<file path="config.mk">
export PLATFORM = sky130hd
export DESIGN_NAME = branch_predict_unit
export DESIGN_NICKNAME = d
export VERILOG_FILES = /design/src/rtl/branch_predict_unit_pkg.sv /design/src/rtl/branch_predict_unit_sat_counter.sv /design/src/rtl/branch_predict_unit.sv
export SDC_FILE = /design/constraint.sdc
export NUM_CORES = 1
export LEC_CHECK = 0
export ABC_AREA = 1
export BUFFER_PORTS_ARGS = -buffer_cell sky130_fd_sc_hd__buf_2
export CORE_MARGIN = 2
export CORE_UTILIZATION = 24
export DETAILED_ROUTE_END_ITERATION = 16
export GPL_TIMING_DRIVEN = 0
export HOLD_SLACK_MARGIN = 0.06
export PLACE_DENSITY = 0.38
export SETUP_SLACK_MARGIN = 0.5
export SYNTH_ARGS = -nofsm -noshare
export SYNTH_HDL_FRONTEND = slang
export SYNTH_SLANG_ARGS = --single-unit
</file>
<file path="constraint.sdc">
create_clock -name clk -period 2.35 [get_ports clk]
set_clock_uncertainty 0.2 [all_clocks]
set_input_delay 0.47 -clock clk [delete_from_list [all_inputs] [get_ports clk]]
set_output_delay 0.47 -clock clk [all_outputs]
set_load 0.01 [all_outputs]
</file>
<file path="src/rtl/branch_predict_unit_pkg.sv">
// rtl/branch_predict_unit_pkg.sv - shared instruction-type encodings and predictor constants
package branch_predict_unit_pkg;

   // {is_branch, is_jalr} as delivered by the EX stage
   typedef enum logic [1:0] {
      INST_TYPE_NONE   = 2'b00,
      INST_TYPE_JALR   = 2'b01,
      INST_TYPE_BRANCH = 2'b10
   } inst_type_e;

   // BHT counter value after reset: weakly not-taken
   localparam logic [1:0] BHT_WEAK_NT = 2'b01;

endpackage

</file>
<file path="src/rtl/branch_predict_unit_sat_counter.sv">
// rtl/branch_predict_unit_sat_counter.sv - 2-bit saturating up/down counter cell (bpu_sat_counter)
module bpu_sat_counter
   import branch_predict_unit_pkg::*;
(
   input  logic       clk,
   input  logic       rst_n,
   input  logic       inc,
   input  logic       dec,
   output logic [1:0] ctr
);

   // count toward strongly-taken on inc, strongly-not-taken on dec, clamping at both ends
   always_ff @(posedge clk or negedge rst_n) begin
      if (!rst_n) begin
         ctr <= BHT_WEAK_NT;
      end else if (inc && (ctr != 2'b11)) begin
         ctr <= ctr + 2'b01;
      end else if (dec && (ctr != 2'b00)) begin
         ctr <= ctr - 2'b01;
      end
   end

endmodule

</file>
<file path="src/rtl/branch_predict_unit.sv">
// rtl/branch_predict_unit.sv - BHT/BTB branch predictor with mispredict redirect; optional BPU_PERF_CNT_EN counters
module branch_predict_unit
   import branch_predict_unit_pkg::*;
#(
   parameter int ENTRIES = 16,
   parameter int TAG_W   = 8
) (
   input  logic        clk,
   input  logic        rst_n,
   input  logic [31:0] if_pc,
   output logic        pred_taken,
   output logic [31:0] pred_target,
   input  logic        ex_valid,
   input  logic [31:0] ex_pc,
   input  logic [1:0]  ex_inst_type,
   input  logic        ex_taken,
   input  logic [31:0] ex_target,
   input  logic        ex_pred_taken,
   input  logic [31:0] ex_pred_target,
   output logic        flush,
   output logic [31:0] redirect_pc
`ifdef BPU_PERF_CNT_EN
   ,
   output logic [31:0] perf_br_cnt,
   output logic [31:0] perf_miss_cnt
`endif
);

   localparam int IDX_W = $clog2(ENTRIES);

   logic [IDX_W-1:0]   if_idx;
   logic [IDX_W-1:0]   ex_idx;
   logic [TAG_W-1:0]   if_tag;
   logic [TAG_W-1:0]   ex_tag;

   logic [1:0]         bht [ENTRIES];
   logic [ENTRIES-1:0] btb_valid;
   logic [ENTRIES-1:0] btb_jalr;
   logic [TAG_W-1:0]   btb_tag    [ENTRIES];
   logic [31:0]        btb_target [ENTRIES];

   logic               if_hit;
   logic               is_branch;
   logic               is_jalr;
   logic               actual_taken;
   logic               mispredict;
   logic               btb_write;
   logic               btb_inval;

   // address bits that never reach the index or tag
   logic               unused_pc_bits;
   assign unused_pc_bits = ^{if_pc[31:IDX_W+TAG_W+2], if_pc[1:0], ex_pc[1:0]};

   assign if_idx = if_pc[IDX_W+1:2];
   assign if_tag = if_pc[IDX_W+TAG_W+1:IDX_W+2];
   assign ex_idx = ex_pc[IDX_W+1:2];
   assign ex_tag = ex_pc[IDX_W+TAG_W+1:IDX_W+2];

   // fetch-side lookup: jalr entries always predict taken, branches follow the counter MSB
   always_comb begin
      if_hit      = btb_valid[if_idx] && (btb_tag[if_idx] == if_tag);
      pred_taken  = if_hit && (btb_jalr[if_idx] || bht[if_idx][1]);
      pred_target = if_hit ? btb_target[if_idx] : 32'd0;
   end

   // EX-side resolve: compare the carried prediction with the real outcome
   always_comb begin
      is_branch    = 1'b0;
      is_jalr      = 1'b0;
      actual_taken = 1'b0;
      mispredict   = 1'b0;
      case (ex_inst_type)
         INST_TYPE_BRANCH: begin
            is_branch    = 1'b1;
            actual_taken = ex_taken;
            mispredict   = (ex_taken != ex_pred_taken) ||
                           (ex_taken && (ex_target != ex_pred_target));
         end
         INST_TYPE_JALR: begin
            is_jalr      = 1'b1;
            actual_taken = 1'b1;
            mispredict   = !ex_pred_taken || (ex_target != ex_pred_target);
         end
         default: begin
            // a non-control instruction predicted taken hit a stale aliased BTB entry
            mispredict   = ex_pred_taken;
         end
      endcase
      // rst_n term lets flush drop immediately when reset asserts mid-cycle
      flush       = rst_n && ex_valid && mispredict;
      redirect_pc = actual_taken ? ex_target : (ex_pc + 32'd4);
      btb_write   = ex_valid && ((is_branch && ex_taken) || is_jalr);
      btb_inval   = ex_valid && (ex_inst_type == INST_TYPE_NONE) && ex_pred_taken;
   end

   genvar g;
   for (g = 0; g < ENTRIES; g++) begin : g_bht
      bpu_sat_counter u_ctr (
         .clk   (clk),
         .rst_n (rst_n),
         .inc   (ex_valid && is_branch && ex_taken  && (ex_idx == IDX_W'(g))),
         .dec   (ex_valid && is_branch && !ex_taken && (ex_idx == IDX_W'(g))),
         .ctr   (bht[g])
      );
   end

   // BTB valid bits: set on taken branch / jalr, cleared when a stale alias is detected
   always_ff @(posedge clk or negedge rst_n) begin
      if (!rst_n) begin
         btb_valid <= '0;
      end else if (btb_write) begin
         btb_valid[ex_idx] <= 1'b1;
      end else if (btb_inval) begin
         btb_valid[ex_idx] <= 1'b0;
      end
   end

   // BTB payload needs no reset: it is only visible through a set valid bit
   always_ff @(posedge clk) begin
      if (btb_write) begin
         btb_tag[ex_idx]    <= ex_tag;
         btb_target[ex_idx] <= ex_target;
         btb_jalr[ex_idx]   <= is_jalr;
      end
   end

`ifdef BPU_PERF_CNT_EN
   // control-flow instruction and mispredict event counters, free-running with wrap
   always_ff @(posedge clk or negedge rst_n) begin
      if (!rst_n) begin
         perf_br_cnt   <= 32'd0;
         perf_miss_cnt <= 32'd0;
      end else begin
         if (ex_valid && (ex_inst_type != INST_TYPE_NONE)) begin
            perf_br_cnt <= perf_br_cnt + 32'd1;
         end
         if (flush) begin
            perf_miss_cnt <= perf_miss_cnt + 32'd1;
         end
      end
   end
`endif

endmodule

</file>
After elaboration in Yosys (flattened, before gate mapping)
Memory sizes are Yosys's and may differ from the RTL's.
Index checks and enable logic that the tools add are counted.

word-level totals
  register bits after elaboration = 64
  memory bits (writable) = 640
  input port bits = 135
  output and inout port bits = 66
  logic and storage cells = 267
  memories kept = 2

cells by class
  $add $sub $neg = 33
  magnitude comparators = 4
  eq/ne operators = 36
  muxes and demuxes = 52
  bitwise logic cells = 4
  reduce and logical (&&, ||, !) cells = 118

memories
  memory      depth  bits a word  read ports  clocked after memory_dff  write ports  line                       RTL
  btb_target  16     32           1           0                         1            branch_predict_unit.sv:40  logic [31:0] btb_target [ENTRIES];
  btb_tag     16     8            1           0                         1            branch_predict_unit.sv:39  logic [TAG_W-1:0] btb_tag [ENTRIES];

operator list
  kind                                                 count
  logical AND 1 bit                                    77
  2-to-1 mux 2 bit                                     34
  nonzero test 2 bit                                   33
  2-to-1 mux 32 bit                                    2
  adder 2 x 1 -> 2 bit, second input constant          16
  adder 32 x 3 -> 32 bit, second input constant        1
  equality test 4 bit, second input constant           8
  2-to-1 mux 16 bit                                    2
  inequality test 2 bit, second input constant         16
  inequality test 32 bit                               1
  subtractor 2 x 1 -> 2 bit, second input constant     16
  bitwise AND 16 bit                                   1
  bitwise mux 16 bit                                   1
  equality test 4 x 3 -> 1 bit, second input constant  4
  NOT 16 bit                                           1
  OR 16 bit                                            1
  < comparator 4 x 5 -> 1 bit, second input constant   2
  binary-select mux 1 bit (select 4 bit)               2
  binary-select mux 2 bit (select 4 bit)               1
  equality test 4 x 2 -> 1 bit, second input constant  2
  equality test 8 bit                                  1
  2-to-1 mux 1 bit                                     7
  >= comparator 5 bit, second input constant           1
  NOT 4 -> 5 bit                                       1
  other kinds (11)                                     16

Longest topological paths before layout
  depth after elaboration = 8
  gate-level depth with buffers = 15
  gate-level depth less buffers = 12

By module
From an unflattened synthesis, not the netlist that was laid out.

second synthesis, totals
  cell total of the unflattened synthesis = 2845
  area total of the unflattened synthesis = 31131.1 sq um

by module, submodules not included
  module               times used  cells each  area each (sq um)  sequential area each (sq um)
  branch_predict_unit  1           2589        29449.5            20099.3
  bpu_sat_counter      16          16          105.1              51.3

Worst setup path after synthesis
No wires, ideal clock.

  path type = input to register
  start = input port ex_inst_type[1]
  end = register btb_jalr[11], enable pin
  library setup time = 440 ps
  data arrival time = 3125 ps
  path slack = -1415 ps
  stages on the path = 7
  buffers on the path = 1
  cell sequence = inv_1 -> ha_1 -> a21oi_1 -> nor2_1 -> inv_1 -> clkbuf_1 -> nor2_1

RTL lines
  what                           line                        RTL
  start, declared                branch_predict_unit.sv:15   input logic [1:0] ex_inst_type,
  equality test 2 x 1 -> 1 bit   branch_predict_unit.sv:72   case (ex_inst_type)
  2-to-1 mux 1 bit               branch_predict_unit.sv:72
  via is_jalr                    branch_predict_unit.sv:44   logic is_jalr;
  logical OR 1 bit               branch_predict_unit.sv:92   btb_write = ex_valid && ((is_branch && ex_taken) || is_jalr);
  logical AND 1 bit              branch_predict_unit.sv:92
  end signal, assigned by index  branch_predict_unit.sv:123  btb_jalr[ex_idx] <= is_jalr;
  end, declared                  branch_predict_unit.sv:38   logic [ENTRIES-1:0] btb_jalr;

The timed path passes the listed nets, and every way through them passes these cells.
A chain may end at the register's enable or synchronous reset.

Worst setup path in the final report
  start = input port if_pc[5]
  end = output port pred_target[9]

between the ends
  longest elaborated chain between the ends = 4

RTL lines
  what                                                                                  line                       RTL
  start, declared                                                                       branch_predict_unit.sv:10  input logic [31:0] if_pc,
  memory (16 x 8 bit) / binary-select mux 1 bit (select 4 bit) (equally long branches)  --
  equality test 8 bit / 2-to-1 mux 1 bit (equally long branches)                        branch_predict_unit.sv:61  if_hit = btb_valid[if_idx] && (btb_tag[if_idx] == if_tag);
  logical AND 1 bit                                                                     branch_predict_unit.sv:61
  2-to-1 mux 32 bit (*)                                                                 branch_predict_unit.sv:63  pred_target = if_hit ? btb_target[if_idx] : 32'd0;
  end, declared                                                                         branch_predict_unit.sv:12  output logic [31:0] pred_target,

Every way passes the cells marked *; elsewhere a longest branch is shown, timed or not. The select of a mux whose other input is x is not followed.

==> impl.org <==
** Synth
- Yosys top cell area share :: 63.90%
- Most frequently used flop master after synthesis :: edfxtp_1
- The average instance in the mapped netlist occupies 11.25 µm².
- Post-Synthesis Cells :: 2,739
- By area the synthesized netlist is led by edfxtp_1 64%, nand2_1 9.0%, nand3_1 4.7%, dfrtp_1 2.6%, a21oi_1 2.3%.
- Yosys warns :: 0
- Of all flip-flops after synthesis, the portion carrying an async set or reset was 6.818%.
- Count of different cell masters after synthesis :: 49
- The number of nets in the synthesized netlist is 2,881.
- Of all cell types, the one taking the most synthesized area is edfxtp_1.
- In this run the cell area of the synthesized design comes to 30,830 µm².
- Counting flops with a built-in enable in the synthesized netlist gives 656.
- Seq/Total Area, Yosys :: 67.87%
- After synthesis the netlist holds a flip-flop and latch count of 704.

** Placed design
- After detailed placement, the total cell area comes to 34,710 µm².
- OpenSTA, run right after detailed placement, puts the worst setup slack at -1.989 ns.
- Port buffering added 178 buffers.
- Final RePlAce weighted congestion :: 0.7999
- DP HPWL :: 89,150 µm

** Pwr
- In this run the power density over the cells is 728.2 nW/µm².
- LEAKAGE :: 0.01549 µW
- Peak supply drop :: 438.6 µV

** Routing
- After detailed routing, the number of remaining DRC violations is 0.
- After detailed routing, the average wire length per cell comes to 27.05 µm.
- Mean number of vias per cell :: 4.726
- Antenna viol nets, final :: 0
- For this block, the routed nets add up to 132,900 µm of wire.
- The first routing iteration left 2,153 violations.
- The first detailed-routing pass took 7 iterations.
- In the detailed route, the total length drawn on met3 is 8119 µm.
- Length of routed wiring on met1 :: 61,360 µm
- Uppermost routed layer :: met5
- Routed wire length on met2 :: 60,380 µm
- Detailed routing inserted a total of 23.22k vias.

** Final layout
- Of the cells placed in the final design, the portion with a size suffix greater than 1 is 27.30%.
- Summing all non-filler instances in the final layout gives an area of 41,450 µm².
- In the final layout, the multi-input gates occupy 10,000 µm².
- Across the whole layout, storage elements account for 20,920 µm².
- The layout has 12.90k filler cells.
- Compared with the post-synthesis result, the final layout area differs by 34.45%.
- Once layout is complete, the utilization of the core stands at 32.50%.
- The net count of the finished layout is 3,332.

** Timing
- Setup total negative slack on the finished layout was measured at -42.12 ns.
- In the post-route analysis, the smallest setup slack over all paths is -1.107 ns.
- Unrepaired setup endpoints after global routing :: yes
- At the pin with the least slew margin, the transition time is 1.233 ns.
- The worst pin sits at a relative slew slack of 17.79%.
- Of the available clock period, the critical path in the final layout requires 147.1%.
- Number of failing setup endpoints in the final timing report :: 66
- Final hold violations :: 32
- Based on the critical path, the design can be clocked at up to 289.2 MHz.
- Across all hold checks on the routed design, the worst slack comes to -0.1200 ns.
- Minimum clock period after layout :: 3.457 ns
- Pins Over Slew Limit :: 0

** Setup path
- Combined buffer and inverter count along the critical path :: 6
- Cell family contributing the most delay on the critical path :: buffers and inverters
- STA classifies the critical path endpoint as an output port.
- Crit-path cells :: buf_2 -> inv_1 -> buf_2 -> clkbuf_4 -> clkbuf_2 -> o21ai_0 -> nor3_4 -> buf_2
- Critical Path Source Type :: input pin
- Data arrival, critical path :: 2.79 ns
- The slowest stage of the critical path belongs to the cell clkbuf_2.
- Cell occurring most often along the worst timing path :: buf_2
- Crit Path Category :: input pin to output port
- Data required time of the critical path :: 1.68 ns
- Critical-path maximum fanout :: 10
- Delay of the slowest cell on the worst path :: 0.41 ns

** Floorplanning
- Measured along the x axis, the die boundary spans 362.4 µm.
- Once the floorplan was initialized, standard cells occupied 24.17% of the core.
- The floorplan step set the die height to 362.4 µm.
- 201 I/O pins were placed.
- Number of rows created at floorplan :: 131
- The floorplan step defined a die boundary enclosing 131,300 µm².
- Total core area :: 127,500 µm²

** Status
- The flow ran to the end, but the final reports show violations.
- Violations in the final reports :: hold timing, setup timing

** GRT
- After global routing the overflow that remains totals 0.
- Via count of the first global-routing pass :: 22.35k
- The initial antenna violation count came to 7.
- Entering global routing, the biggest net connects 50 pins.
- Global routing used 19.56% of the available tracks.
- The first global-routing pass estimated 179,400 µm of wire.

** Clocking
- Hold bufs inserted after CTS :: 26
- CTS sink count :: 704
- CTS tree :: yes
- Clock latency of the later-clocked register in the worst-skew pair :: 0.66 ns
- CTS Root Buffer Type :: clkbuf_16
- Clock tree synthesis inserted a total of 81 buffers.
- Maximum count of clock buffers along a single path :: 3
- CTS built an H-tree with a depth of 3.
- After clock tree synthesis, the clock-pin slew on the worst setup and hold paths is 0.06 ns.

** Job
- Reported max-cap violation count :: 0

** Min path
- The worst hold path belongs to the class input pin to asynchronous set/reset pin.
-- path summary, 6_finish.rpt --
path / startpoint / endpoint / slack (ns) / depth (start not counted)
worst max-delay path: if_pc[5] / pred_target[9] / -1.11 / 8
worst min-delay path: rst_n / g_bht[8].u_ctr.ctr[1] / -0.12 / 1
min in group clk: ex_pc[8] / btb_tag[5][2] / 0.09 / 2
max in group asynchronous: rst_n / asynchronous set/reset pin / 1.32 / 1
worst max register to register: g_bht[1].u_ctr.ctr[1] / g_bht[1].u_ctr.ctr[0] / 0.98 / 4
worst min register to register: flop / flop / 0.31 / 2
-- stage by stage --
| step | power (µW) | instances |
|---|---|---|
| floorplan | 15620 | 2739 |
| global route | 31080 | 4912 |
| finish | 30180 | 4913 |
| detailed placement | 17010 | 4611 |
| CTS | 30140 | 4852 |
| global placement | 16990 | 4579 |
-- cell usage in the layout, fill, tap and decap left out, drive strengths merged, types with 2 or more instances in the layout --
master and count:
nand3 290, a21oi 144, ha 7, xnor2 10, o211ai 12, a221oi 2, o21ai 137, o22ai 25
or2 15, o21bai 3, nor3 47, nor2 162, or3 3, a32o 14, clkbuf 176, mux2i 6
inv 136, bufbuf 2, o31ai 5, a31oi 5, buf 425, o221ai 4, a22o 51, o32ai 2
clkinv 20, bufinv 7, a32oi 2, nand4 7, diode 2, dfstp 16, clkdlybuf4s15 3, dfrtp 32
nand2 741, dlygate4sd3 26, xor2 44, edfxtp 656, clkinvlp 8
-- layer usage --
layer,GRT usage (%),vias up
li1,-,10575
met1,27.64,11813
met2,31.25,705
met3,3.081,124
met4,4.800,4
met5,0,-
-- synthesized netlist by cell type (all sizes together), types with 14 or more instances --
library cell / count
nand2: 741
edfxtp: 656
nand3: 290
nor2: 162
a21oi: 144
inv: 138
o21ai: 137
buf: 107
a22o: 51
clkbuf: 47
nor3: 47
xor2: 44
dfrtp: 32
o22ai: 25
dfstp: 16
or2: 15
a32o: 14
-- final cells by class --
type                    instances  share of cell area, %
multi-input cells            1742                  24.13
repair buffers                368                  9.497
diodes                          2                0.01208
inverters                     139                  1.461
plain buffers                 154                  3.245
clock buffers                 110                  5.253
well taps                    1662                  5.017
flip-flops and latches        704                  50.48
clock inverters                32                 0.9057
-- power by group --
group	total [µW]	switching [µW]	internal, µW
Sequential	14100	116	14000
Clock	12600	5370	7270
Combinational	3460	2250	1200
-- cell families (layout without fill, tap and decap cells) --
group,Yosys count,in the layout,synth area share (%)
other cells,0,2,0
simple gates,1268,1268,17.64
flops,704,704,67.87
buf+inv,293,803,4.530
compound gates,407,407,7.956
xor+xnor,54,54,1.534
mux,6,6,0.1948
fa+ha+maj,7,7,0.2841
-- flip-flops by register name (all words and copies together) (netlist names), named ones only --
signal           cells
btb_target         512
g_bht.u_ctr.ctr     32
btb_jalr            16
btb_tag            128
-- what timing repair did --
item | 4_1_cts | 5_1_grt
resized for setup | 487 | 174
setup buffers | 70 | 48
hold endpoints to repair | 307 | 32
setup endpoints to repair | 664 | 273
pin swaps | 82 | 85
gates cloned | 3 | 11
Note: power is estimated with default switching activity, not from simulation.
